--- src/rtl/axi_reg_pkg.sv ---
// Shared types for the AXI register bank.
//   resp_t   : AXI response codes used on B and R.
//   wstate_t : write-path state (address/data collection, commit, response).
//   rstate_t : read-path state (accepting address, presenting data).
//   idx_width: register index width, never narrower than one bit.
package axi_reg_pkg;

  typedef enum logic [1:0] {
    RESP_OKAY   = 2'b00,
    RESP_SLVERR = 2'b10
  } resp_t;

  typedef enum logic [2:0] {
    WS_IDLE,
    WS_HAVE_A,
    WS_HAVE_D,
    WS_COMMIT,
    WS_RESP
  } wstate_t;

  typedef enum logic {
    RS_IDLE,
    RS_DATA
  } rstate_t;

  function automatic int idx_width(input int n);
    return (n > 1) ? $clog2(n) : 1;
  endfunction

endpackage

--- src/rtl/axi_reg_bank_if.sv ---
// AXI channel bundle between an interconnect (master) and the register bank
// (slave). Single-beat only: no burst length/size/type signals are carried.
//   AW : awid_i, awaddr_i, awvalid_i / awready_o
//   W  : wdata_i, wstrb_i, wlast_i, wvalid_i / wready_o
//   B  : bid_o, bresp_o, bvalid_o / bready_i
//   AR : arid_i, araddr_i, arvalid_i / arready_o
//   R  : rid_o, rdata_o, rresp_o, rlast_o, rvalid_o / rready_i
interface axi_reg_bank_if #(
  parameter int DATA_W = 32,
  parameter int ADDR_W = 32,
  parameter int ID_W   = 4
);
  localparam int STRB_W = DATA_W / 8;

  logic [ID_W-1:0]   awid_i;
  logic [ADDR_W-1:0] awaddr_i;
  logic              awvalid_i;
  logic              awready_o;
  logic [DATA_W-1:0] wdata_i;
  logic [STRB_W-1:0] wstrb_i;
  logic              wlast_i;
  logic              wvalid_i;
  logic              wready_o;
  logic [ID_W-1:0]   bid_o;
  logic [1:0]        bresp_o;
  logic              bvalid_o;
  logic              bready_i;
  logic [ID_W-1:0]   arid_i;
  logic [ADDR_W-1:0] araddr_i;
  logic              arvalid_i;
  logic              arready_o;
  logic [ID_W-1:0]   rid_o;
  logic [DATA_W-1:0] rdata_o;
  logic [1:0]        rresp_o;
  logic              rlast_o;
  logic              rvalid_o;
  logic              rready_i;

  modport master (
    output awid_i, awaddr_i, awvalid_i, wdata_i, wstrb_i, wlast_i, wvalid_i,
           bready_i, arid_i, araddr_i, arvalid_i, rready_i,
    input  awready_o, wready_o, bid_o, bresp_o, bvalid_o, arready_o,
           rid_o, rdata_o, rresp_o, rlast_o, rvalid_o
  );

  modport slave (
    input  awid_i, awaddr_i, awvalid_i, wdata_i, wstrb_i, wlast_i, wvalid_i,
           bready_i, arid_i, araddr_i, arvalid_i, rready_i,
    output awready_o, wready_o, bid_o, bresp_o, bvalid_o, arready_o,
           rid_o, rdata_o, rresp_o, rlast_o, rvalid_o
  );

endinterface

--- src/rtl/axi_reg_decode.sv ---
// Byte address to register index decoder (combinational).
//   addr : AXI byte address
//   idx  : register index taken from the bits just above the byte offset
//   err  : index out of range, unaligned address, or stray upper bits set
module axi_reg_decode
  import axi_reg_pkg::*;
#(
  parameter int DATA_W = 32,
  parameter int N_REGS = 8,
  parameter int ADDR_W = 32,
  parameter int IDX_W  = idx_width(N_REGS)
) (
  input  logic [ADDR_W-1:0] addr,
  output logic [IDX_W-1:0]  idx,
  output logic              err
);

  localparam int LSB = $clog2(DATA_W / 8);
  localparam int HI  = LSB + IDX_W;

  // Everything above the index field must be zero; shifting keeps this
  // legal even when the index field reaches the top of the address.
  logic [ADDR_W-1:0] upper;

  assign upper = addr >> HI;
  assign idx   = addr[LSB +: IDX_W];
  assign err   = (32'(idx) >= 32'(N_REGS)) || (addr[LSB-1:0] != '0) || (upper != '0);

endmodule

--- src/rtl/axi_reg_bank.sv ---
// AXI slave register bank, single-beat transactions only.
//   clk    : rising-edge clock
//   areset : synchronous active-low reset
//   bus    : AXI slave channels (AW/W/B/AR/R)
//   regs_o : every register flattened, register k at [k*DATA_W +: DATA_W]
// AW and W are collected independently in either order, committed in one
// cycle, then answered on B. Reads are answered one cycle after the AR
// handshake. The two paths share only the register file.
module axi_reg_bank
  import axi_reg_pkg::*;
#(
  parameter int DATA_W = 32,
  parameter int N_REGS = 8,
  parameter int ADDR_W = 32,
  parameter int ID_W   = 4
) (
  input  logic                     clk,
  input  logic                     areset,
  axi_reg_bank_if.slave            bus,
  output logic [N_REGS*DATA_W-1:0] regs_o
);

  localparam int STRB_W = DATA_W / 8;
  localparam int IDX_W  = idx_width(N_REGS);

  wstate_t           wstate_reg;
  rstate_t           rstate_reg;
  logic              awready_reg, wready_reg, arready_reg;
  logic              bvalid_reg, rvalid_reg;
  logic [ID_W-1:0]   aw_id_reg, bid_reg, rid_reg;
  logic [IDX_W-1:0]  aw_idx_reg;
  logic              aw_err_reg;
  logic [DATA_W-1:0] w_data_reg, rdata_reg;
  logic [STRB_W-1:0] w_strb_reg;
  resp_t             bresp_reg, rresp_reg;

  logic [IDX_W-1:0]  aw_idx, ar_idx;
  logic              aw_err, ar_err;
  logic              aw_hs, w_hs, ar_hs, commit;
  logic [DATA_W-1:0] reg_view [N_REGS];
  logic              unused_wlast;

  axi_reg_decode #(.DATA_W(DATA_W), .N_REGS(N_REGS), .ADDR_W(ADDR_W), .IDX_W(IDX_W))
    u_aw_decode (.addr(bus.awaddr_i), .idx(aw_idx), .err(aw_err));
  axi_reg_decode #(.DATA_W(DATA_W), .N_REGS(N_REGS), .ADDR_W(ADDR_W), .IDX_W(IDX_W))
    u_ar_decode (.addr(bus.araddr_i), .idx(ar_idx), .err(ar_err));

  assign aw_hs  = bus.awvalid_i && awready_reg;
  assign w_hs   = bus.wvalid_i && wready_reg;
  assign ar_hs  = bus.arvalid_i && arready_reg;
  assign commit = (wstate_reg == WS_COMMIT) && !aw_err_reg;

  // Single-beat slave: the last-beat flag carries no information here.
  assign unused_wlast = bus.wlast_i;

  // Register file: one bank of flops per register so the whole set can be
  // exported in parallel on regs_o.
  genvar gi;
  generate
    for (gi = 0; gi < N_REGS; gi++) begin : g_reg
      logic [DATA_W-1:0] value_reg;
      logic              hit;

      assign hit = commit && (aw_idx_reg == IDX_W'(gi));

      always_ff @(posedge clk) begin
        if (!areset) begin
          value_reg <= '0;
        end else if (hit) begin
          for (int b = 0; b < STRB_W; b++) begin
            if (w_strb_reg[b]) value_reg[b*8 +: 8] <= w_data_reg[b*8 +: 8];
          end
        end
      end

      assign reg_view[gi]                 = value_reg;
      assign regs_o[gi*DATA_W +: DATA_W]  = value_reg;
    end
  endgenerate

  // Write path. Readies are registered; in the collection states a channel
  // stays ready until its own handshake, which also brings both readies up
  // on the first edge after reset.
  always_ff @(posedge clk) begin
    if (!areset) begin
      wstate_reg  <= WS_IDLE;
      awready_reg <= 1'b0;
      wready_reg  <= 1'b0;
      bvalid_reg  <= 1'b0;
      bid_reg     <= '0;
      bresp_reg   <= RESP_OKAY;
      aw_id_reg   <= '0;
      aw_idx_reg  <= '0;
      aw_err_reg  <= 1'b0;
      w_data_reg  <= '0;
      w_strb_reg  <= '0;
    end else begin
      if (aw_hs) begin
        aw_id_reg  <= bus.awid_i;
        aw_idx_reg <= aw_idx;
        aw_err_reg <= aw_err;
      end
      if (w_hs) begin
        w_data_reg <= bus.wdata_i;
        w_strb_reg <= bus.wstrb_i;
      end
      unique case (wstate_reg)
        WS_IDLE: begin
          awready_reg <= !aw_hs;
          wready_reg  <= !w_hs;
          if (aw_hs && w_hs) wstate_reg <= WS_COMMIT;
          else if (aw_hs)    wstate_reg <= WS_HAVE_A;
          else if (w_hs)     wstate_reg <= WS_HAVE_D;
        end
        WS_HAVE_A: begin
          awready_reg <= 1'b0;
          wready_reg  <= !w_hs;
          if (w_hs) wstate_reg <= WS_COMMIT;
        end
        WS_HAVE_D: begin
          wready_reg  <= 1'b0;
          awready_reg <= !aw_hs;
          if (aw_hs) wstate_reg <= WS_COMMIT;
        end
        WS_COMMIT: begin
          bvalid_reg <= 1'b1;
          bid_reg    <= aw_id_reg;
          bresp_reg  <= aw_err_reg ? RESP_SLVERR : RESP_OKAY;
          wstate_reg <= WS_RESP;
        end
        WS_RESP: begin
          if (bus.bready_i) begin
            bvalid_reg  <= 1'b0;
            awready_reg <= 1'b1;
            wready_reg  <= 1'b1;
            wstate_reg  <= WS_IDLE;
          end
        end
        default: wstate_reg <= WS_IDLE;
      endcase
    end
  end

  // Read path. Data is sampled at the AR handshake from the current
  // register contents, so a read racing a commit sees the old value.
  always_ff @(posedge clk) begin
    if (!areset) begin
      rstate_reg  <= RS_IDLE;
      arready_reg <= 1'b0;
      rvalid_reg  <= 1'b0;
      rid_reg     <= '0;
      rdata_reg   <= '0;
      rresp_reg   <= RESP_OKAY;
    end else begin
      case (rstate_reg)
        RS_IDLE: begin
          arready_reg <= !ar_hs;
          if (ar_hs) begin
            rvalid_reg <= 1'b1;
            rid_reg    <= bus.arid_i;
            rdata_reg  <= ar_err ? '0 : reg_view[ar_idx];
            rresp_reg  <= ar_err ? RESP_SLVERR : RESP_OKAY;
            rstate_reg <= RS_DATA;
          end
        end
        RS_DATA: begin
          if (bus.rready_i) begin
            rvalid_reg  <= 1'b0;
            arready_reg <= 1'b1;
            rstate_reg  <= RS_IDLE;
          end
        end
      endcase
    end
  end

  assign bus.awready_o = awready_reg;
  assign bus.wready_o  = wready_reg;
  assign bus.bvalid_o  = bvalid_reg;
  assign bus.bid_o     = bid_reg;
  assign bus.bresp_o   = bresp_reg;
  assign bus.arready_o = arready_reg;
  assign bus.rvalid_o  = rvalid_reg;
  assign bus.rid_o     = rid_reg;
  assign bus.rdata_o   = rdata_reg;
  assign bus.rresp_o   = rresp_reg;
  assign bus.rlast_o   = rvalid_reg;

endmodule

--- src/flat_wrapper.sv ---
// flat-port wrapper written by rule: the top's interface ports become plain ports
module axi_reg_bank_flat import axi_reg_pkg::*;
#(
  parameter int DATA_W = 32,
  parameter int N_REGS = 8,
  parameter int ADDR_W = 32,
  parameter int ID_W   = 4
)
  (clk, areset, regs_o, bus_awid_i, bus_awaddr_i, bus_awvalid_i, bus_wdata_i, bus_wstrb_i, bus_wlast_i, bus_wvalid_i, bus_bready_i, bus_arid_i, bus_araddr_i, bus_arvalid_i, bus_rready_i, bus_awready_o, bus_wready_o, bus_bid_o, bus_bresp_o, bus_bvalid_o, bus_arready_o, bus_rid_o, bus_rdata_o, bus_rresp_o, bus_rlast_o, bus_rvalid_o);
  axi_reg_bank_if #(.DATA_W(DATA_W), .ADDR_W(ADDR_W), .ID_W(ID_W)) bus_i ();
  input  logic clk;
  input  logic areset;
  output logic [N_REGS*DATA_W-1:0] regs_o;
  input wire logic [$bits(bus_i.awid_i)-1:0] bus_awid_i;
  input wire logic [$bits(bus_i.awaddr_i)-1:0] bus_awaddr_i;
  input wire logic [$bits(bus_i.awvalid_i)-1:0] bus_awvalid_i;
  input wire logic [$bits(bus_i.wdata_i)-1:0] bus_wdata_i;
  input wire logic [$bits(bus_i.wstrb_i)-1:0] bus_wstrb_i;
  input wire logic [$bits(bus_i.wlast_i)-1:0] bus_wlast_i;
  input wire logic [$bits(bus_i.wvalid_i)-1:0] bus_wvalid_i;
  input wire logic [$bits(bus_i.bready_i)-1:0] bus_bready_i;
  input wire logic [$bits(bus_i.arid_i)-1:0] bus_arid_i;
  input wire logic [$bits(bus_i.araddr_i)-1:0] bus_araddr_i;
  input wire logic [$bits(bus_i.arvalid_i)-1:0] bus_arvalid_i;
  input wire logic [$bits(bus_i.rready_i)-1:0] bus_rready_i;
  output wire logic [$bits(bus_i.awready_o)-1:0] bus_awready_o;
  output wire logic [$bits(bus_i.wready_o)-1:0] bus_wready_o;
  output wire logic [$bits(bus_i.bid_o)-1:0] bus_bid_o;
  output wire logic [$bits(bus_i.bresp_o)-1:0] bus_bresp_o;
  output wire logic [$bits(bus_i.bvalid_o)-1:0] bus_bvalid_o;
  output wire logic [$bits(bus_i.arready_o)-1:0] bus_arready_o;
  output wire logic [$bits(bus_i.rid_o)-1:0] bus_rid_o;
  output wire logic [$bits(bus_i.rdata_o)-1:0] bus_rdata_o;
  output wire logic [$bits(bus_i.rresp_o)-1:0] bus_rresp_o;
  output wire logic [$bits(bus_i.rlast_o)-1:0] bus_rlast_o;
  output wire logic [$bits(bus_i.rvalid_o)-1:0] bus_rvalid_o;
  assign bus_i.awid_i = bus_awid_i;
  assign bus_i.awaddr_i = bus_awaddr_i;
  assign bus_i.awvalid_i = bus_awvalid_i;
  assign bus_i.wdata_i = bus_wdata_i;
  assign bus_i.wstrb_i = bus_wstrb_i;
  assign bus_i.wlast_i = bus_wlast_i;
  assign bus_i.wvalid_i = bus_wvalid_i;
  assign bus_i.bready_i = bus_bready_i;
  assign bus_i.arid_i = bus_arid_i;
  assign bus_i.araddr_i = bus_araddr_i;
  assign bus_i.arvalid_i = bus_arvalid_i;
  assign bus_i.rready_i = bus_rready_i;
  assign bus_awready_o = bus_i.awready_o;
  assign bus_wready_o = bus_i.wready_o;
  assign bus_bid_o = bus_i.bid_o;
  assign bus_bresp_o = bus_i.bresp_o;
  assign bus_bvalid_o = bus_i.bvalid_o;
  assign bus_arready_o = bus_i.arready_o;
  assign bus_rid_o = bus_i.rid_o;
  assign bus_rdata_o = bus_i.rdata_o;
  assign bus_rresp_o = bus_i.rresp_o;
  assign bus_rlast_o = bus_i.rlast_o;
  assign bus_rvalid_o = bus_i.rvalid_o;
  axi_reg_bank #(.DATA_W(DATA_W), .N_REGS(N_REGS), .ADDR_W(ADDR_W), .ID_W(ID_W)) u_core (.clk(clk), .areset(areset), .bus(bus_i), .regs_o(regs_o));
endmodule
--- config.mk ---
export PLATFORM = sky130hd
export DESIGN_NAME = axi_reg_bank_flat
export DESIGN_NICKNAME = d
export VERILOG_FILES = /design/src/rtl/axi_reg_pkg.sv /design/src/rtl/axi_reg_bank_if.sv /design/src/rtl/axi_reg_decode.sv /design/src/rtl/axi_reg_bank.sv /design/src/flat_wrapper.sv
export SDC_FILE = /design/constraint.sdc
export NUM_CORES = 1
export LEC_CHECK = 0
export CORE_AREA = 2 2 217 219
export DETAILED_ROUTE_END_ITERATION = 8
export DIE_AREA = 0 0 219 221
export GPL_TIMING_DRIVEN = 0
export PLACE_DENSITY = 0.59
export SLEW_MARGIN = 25
export SYNTH_ARGS = -nofsm -noshare
export SYNTH_HDL_FRONTEND = slang
export SYNTH_SLANG_ARGS = --single-unit
--- constraint.sdc ---
create_clock -name clk -period 4.09 [get_ports clk]
set_input_delay 0.818 -clock clk [delete_from_list [all_inputs] [get_ports clk]]
set_output_delay 0.818 -clock clk [all_outputs]
set_load 0.01 [all_outputs]
* Yosys cells after proc, flatten, opt, wreduce, memory -nomap -nowiden
Cells that the tools add are included.
Storage, ports and cells: register bits after elaboration 353, latch bits 0, bits in writable memories 0, ROM bits 0, input port bits 116, output and inout bits 306, word-level logic and storage cells 163, memories 0
Operators by class: add/sub/neg operators 0, multiply operators 0, div/mod/pow operators 0, order comparisons 1, eq/ne operators 17, shift operators 0, multiplexer cells 26, bitwise operators 2, reductions and logical operators 68
Operators with widths (count):
- $bmux W32 S3 | 1
- $mux W32 | 3
- $reduce_and A2 Y1 | 37
- $reduce_bool A32 Y1 | 2
- $mux W3 | 6
- $eq A3 B3 Y1 const B | 5
- $pmux W3 S5 | 1
- $logic_and A1 B1 Y1 | 13
- $eq A3 B2 Y1 const B | 4
- $pmux W1 S2 | 4
- $mux W1 | 7
- $eq A3 B1 Y1 const B | 2
- $logic_not A3 Y1 | 2
- $ne A2 B1 Y1 const B | 3
- $pmux W1 S3 | 2
- $reduce_bool A2 Y1 | 3
- $reduce_bool A3 Y1 | 2
- $ge A4 B4 Y1 const B | 1
- $logic_not A1 Y1 | 4
- $mux W2 | 2
- $ne A2 B2 Y1 const B | 2
- $ne A4 B1 Y1 const B | 1
- $not A3 Y4 | 1
- $reduce_and A4 Y1 | 1
- other kinds (3) | 5

* Longest topological paths before layout
Gate-level depths: netlist (run 1).
depth in word-level cells 5, depth in mapped cells 6, depth with buffers taken out 4

* Modules after synthesis
A second synthesis (run 1) with hierarchy kept.
Second synthesis, totals: cells, all modules 1563, area, all modules 14772.9 µm²
By module, submodules not included:
- axi_reg_bank | times used 1, cells each 1537, area an instance 14590.2 µm², sequential area each 7026.7 µm²
- axi_reg_decode | times used 2, cells each 13, area an instance 91.3 µm², sequential area each 0.0 µm²

* Least setup slack after synthesis (run 1)
OpenSTA, ideal clock, no wires.
kind input to register, from input port bus_araddr_i[4], to register u_core.rdata_reg[20] (netlist: u_core.bus.rdata_o[20]), library setup time 128 ps, arrival 2218 ps, data required time 3962 ps, slack 1744 ps, stages on the path 5, path buffers 2, cells stage by stage clkbuf_1 > buf_2 > mux4_2 > mux2i_1 > o21ai_0
On the way: longest elaborated chain between the ends 5
RTL lines:
- from (decl) | RTL line flat_wrapper.sv:23 | input wire logic [$bits(bus_i.araddr_i)-1:0] bus_araddr_i;
- $not A3 Y4 (implied by the code) | RTL line axi_reg_bank.sv:161 | rdata_reg <= ar_err ? '0 : reg_view[ar_idx];
- $bmux W32 S3 | RTL line axi_reg_bank.sv:161
- $mux W32 (implied by the code) (2 in a row) | RTL line axi_reg_bank.sv:161
- $mux W32 | RTL line axi_reg_bank.sv:161
- to (signal assigned) | RTL line axi_reg_bank.sv:161
- to (decl) | RTL line axi_reg_bank.sv:33 | logic [DATA_W-1:0] w_data_reg, rdata_reg;
No other way between the ends. The select of a mux whose other input is x is not followed. A chain may end at the register's enable or synchronous reset.

* Worst setup path in the final report (run 1)
from input port bus_arvalid_i, to register u_core.rdata_reg[12] (netlist: u_core.bus.rdata_o[12])
On the way: longest elaborated chain between the ends 2
RTL lines:
- from (decl) | RTL line flat_wrapper.sv:24 | input wire logic [$bits(bus_i.arvalid_i)-1:0] bus_arvalid_i;
- $logic_and A1 B1 Y1 | RTL line axi_reg_bank.sv:50 | assign ar_hs = bus.arvalid_i && arready_reg;
- $reduce_and A2 Y1 (no line)
No other way between the ends.

==> impl_results.md, run 1 <==
- CTS tree: built
- Type of origin of the critical path: primary input
- Worst slew pin tran: about 1.1 ns
- Number of synthesized flops with an enable pin: 0
- Crit share post-route: 0.719
- Fmax: 340 MHz
- DRT Wirelength: around 62 mm
- Synth warn: 0
- Layout cells sized above 1: 0.0934
- CTS root buf: clkbuf_16
- DIE WIDTH: approximately 220 µm
- Power share of the clock group: 0.476
- CP arrival: roughly 3.4 ns
- Mux cell area share after synthesis: 0.284
- Final Hold Viols: 0
- WHS: around 0.45 ns
- Sequential share of power: 0.449
- Largest net degree at the start of global routing: 13
- Post-Layout Cell Count: ~2500
- Routed wire per std cell: between 20 and 25 µm
- Worst-Skew Late Latency: between 0.5 and 0.6 ns
- Post-synth top flop: dfxtp_1
- Pre-CTS setup slack: 0.646 ns
- DR iter-0 viols: slightly below 700
- Maxcap violations: 0
- Worst setup EP type: flop
- Syn-to-layout area delta: 40.5%
- Bufs on Longest Clock Path: 3
- Final Power: between 7 and 8 mW
- Worst VDD drop: about 200 µV
- GPL Wtd Cong: 0.823
- Required @ worst endpoint: between 4 and 5 ns
- # clock sinks: approximately 350
- R2r setup slk: between 1.5 and 2 ns
- Reg-to-Reg Start: u_core.bus.arready_o$_SDFFE_PN0P_
- Port buffer count: about 420
- Post-synthesis xor/xnor area fraction: 0
- Largest fanout on the critical path: 10
- Sw Ratio: 0.239
- DR pass1 iterations: 5
- Cell leakage power: about 7.9 nW
- Vias in the first global route: roughly 12000
- Worst hold path depth: 2
- Worst Clk Skew: about 0.014 ns
- WS Path Type: primary input to flop
- Cts repair resizes: 0
- Main combinational cell family by area after synthesis: multiplexers
- Cell Pwr Density: between 300 and 400 nW/µm²
- Reg clk slew, reported paths: 0.06 ns
- Filler Cell Count: between 4000 and 5000
- Post-synthesis cell count: ~1400
- FF-to-FF path depth: 5
- Async SR Flop Fraction: 0
- Postcts setup bufs: 0
- Post-Synth Simple-Gate Area: 0.190
- Drc violations: 0
- Global route overflow: 0
- Combinational power share: 0.075
- Final Net Count: 1973
- Average cell area after synthesis: between 10 and 15 µm²
- Slew Viols, Final: 0
- Switching power: ~1.8 mW
- # IOs: about 420
- Netlist Area Pre-Place: 15400 µm²
- Hold-fix buffer count after cts: 0
- Min-delay src: u_core.bus.rdata_o[4]$_SDFFE_PN0P_
- Final setup viols: 0
- Most frequent cells in the layout: clkdlybuf4s50_1 (415), dfxtp_1 (351), mux2i_1 (292), nor2b_1 (263), nand2_1 (134)
- Post-DRT Antenna Nets: 0
- Most common cell after layout, fill and taps aside: clkdlybuf4s50_1
- Inst Count DP: roughly 2400
- DR vias/cell: 4.94
- Compound-Gate Fraction of Synth Area: 0.0386
- Die Span Y: about 220 µm
- Period minus WS final: 2.94 ns
- Number of flip-flops in the largest register: roughly 260
- Worst Hold Class: flop to flop
- Relative slew slack: 0.234
- Yosys reg bits: 351
- Setup TNS: 0 ns
- R2r endpoint: u_core.bus.rdata_o[12]$_SDFFE_PN0P_
- Total Routing Usage GR: 0.251
- # rows: between 70 and 80
- First-pass GRT wire length: 87.6 mm
- Initial antenna violation count: 8
- Adder-cell area share of the yosys netlist: 0
- TritonCTS buffer count: about 40
- Hold EP: u_core.bus.rdata_o[4]$_SDFFE_PN0P_
- Yosys cell types: 39
- Sequential area share after synthesis: 0.455
- Core ar.: between 40000 and 50000 µm²
- Final worst-path setup slack: about 1.2 ns
- H-tree levels: 2
- Die area: just under 50000 µm²
- Post-DP HPWL: between 40 and 50 mm
- Initial core utilization: 0.335
- Internal: a little under 6 mW
- DR vias: between 10000 and 15000
- Status: completed
- RSZ-0062 raised after global routing: false
==> cells in the mapped netlist, types with 4 or more instances <==
master	number	area, µm²
dfxtp_1	351	7030
clkbuf_1	69	259
nor4_4	9	191
nand4_1	6	37.5
nor4_1	10	62.6
nor2b_1	263	1650
and2_1	4	25.0
nand2b_1	6	37.5
a21boi_0	49	368
mux4_2	64	1440
buf_4	4	30.0
nor3_4	9	146
buf_1	30	113
nor3_1	4	20.0
buf_2	14	70.1
nand2_1	134	503
mux2i_1	292	2920
nand3_1	10	50.1
o21ai_0	34	170
==> worst max path at each step <==
stage                     from                                  end  slack (ns)
4_1_cts                 areset     u_core.bus.bvalid_o$_SDFFE_PN0P_        1.22
3_5_place_dp            areset     u_core.bus.bvalid_o$_SDFFE_PN0P_        0.65
6_report         bus_arvalid_i  u_core.bus.rdata_o[12]$_SDFFE_PN0P_        1.15
2_1_floorplan  bus_araddr_i[4]  u_core.bus.rdata_o[20]$_SDFFE_PN0P_        1.74
5_1_grt                 areset     u_core.bus.bvalid_o$_SDFFE_PN0P_        1.10
3_3_place_gp     bus_arvalid_i  u_core.bus.rdata_o[19]$_SDFFE_PN0P_        0.65
==> cell families (layout without fill, tap and decap cells) <==
group                  after synthesis  after routing
DFF                                351            351
muxes                              358            358
other                                1              7
and+or+nand+nor                    478            478
buffers and inverters              120            605
AOI/OAI and AO/OA                   90             90
==> power by group through the flow <==
stage | registers, mW | clock network (mW) | logic [mW]
5_1_grt | 3.47 | 3.87 | 0.614
4_1_cts | 3.47 | 3.73 | 0.585
3_5_place_dp | 3.54 | 0 | 0.583
6_report | 3.47 | 3.67 | 0.582
3_3_place_gp | 3.54 | 0 | 0.578
2_1_floorplan | 3.54 | 0 | 0.275
==> layout make-up <==
type	instances	area, µm²	share of cell area
Antenna cell	5	12.5	0.000576
Buffer	118	485	0.0224
Clock buffer	58	1210	0.0559
Clock inverter	12	118	0.00542
Inverter	2	7.51	0.000346
Multi-Input combinational cell	928	7930	0.365
Sequential cell	351	7030	0.324
Tap cell	607	759	0.0350
Timing Repair Buffer	415	4150	0.191
==> through the flow <==
step	area, µm²	util
after floorplan	15400	-
after global routing	21700	0.471
after global placement	20400	0.442
after CTS	21700	0.471
after detailed placement	20400	0.442
final	21700	0.471
==> worst max-delay path, stage by stage <==
cell	delay (ns)
clkdlybuf4s50_1	0.49
nand3b_1	0.34
nor3_1	0.36
nand4_1	0.54
clkbuf_1	0.55
o21ai_0	0.29
==> metal layers <==
metal,vias to the layer above,wire length [µm],track usage
met2,420,30000,0.424
met4,4,1640,0.0774
met1,6041,26600,0.321
met3,91,3650,0.0488
li1,5785,-,-
met5,-,30,0
(Power assumes the default switching activity.)
==> run 2: changes to the inputs <==
==> constraint.sdc (replaced) <==
create_clock -name clk -period 2.8 [get_ports clk]
set_input_delay 0.56 -clock clk [delete_from_list [all_inputs] [get_ports clk]]
set_output_delay 0.56 -clock clk [all_outputs]
set_load 0.01 [all_outputs]
==> results of run 2 <==
Same layout as run 1 (identical final DEF). Status: completed.
Main changes from that run: setup slack after placement 0.646 ns -> -0.386 ns; setup slack after layout 1.15 ns -> 0.119 ns; register-to-register setup slack 1.52 ns -> 0.23 ns; total power 7.72 mW -> 11.3 mW; worst IR drop on VDD 194 µV -> 284 µV
==> run 3: changes to the inputs <==
--- a/config.mk
+++ b/config.mk
@@ -5,11 +5,13 @@
 export SDC_FILE = /design/constraint.sdc
 export NUM_CORES = 1
 export LEC_CHECK = 0
+export CAP_MARGIN = 20
 export CORE_AREA = 2 2 217 219
 export DETAILED_ROUTE_END_ITERATION = 8
 export DIE_AREA = 0 0 219 221
 export GPL_TIMING_DRIVEN = 0
 export PLACE_DENSITY = 0.59
+export SKIP_CTS_REPAIR_TIMING = 1
 export SLEW_MARGIN = 25
 export SYNTH_ARGS = -nofsm -noshare
 export SYNTH_HDL_FRONTEND = slang
==> results of run 3 <==
Same layout as run 1 (identical final DEF). Status: completed.
Main changes from that run: setup slack after placement 0.646 ns -> -0.386 ns; setup slack after layout 1.15 ns -> 0.119 ns; register-to-register setup slack 1.52 ns -> 0.23 ns; total power 7.72 mW -> 11.3 mW; worst IR drop on VDD 194 µV -> 284 µV
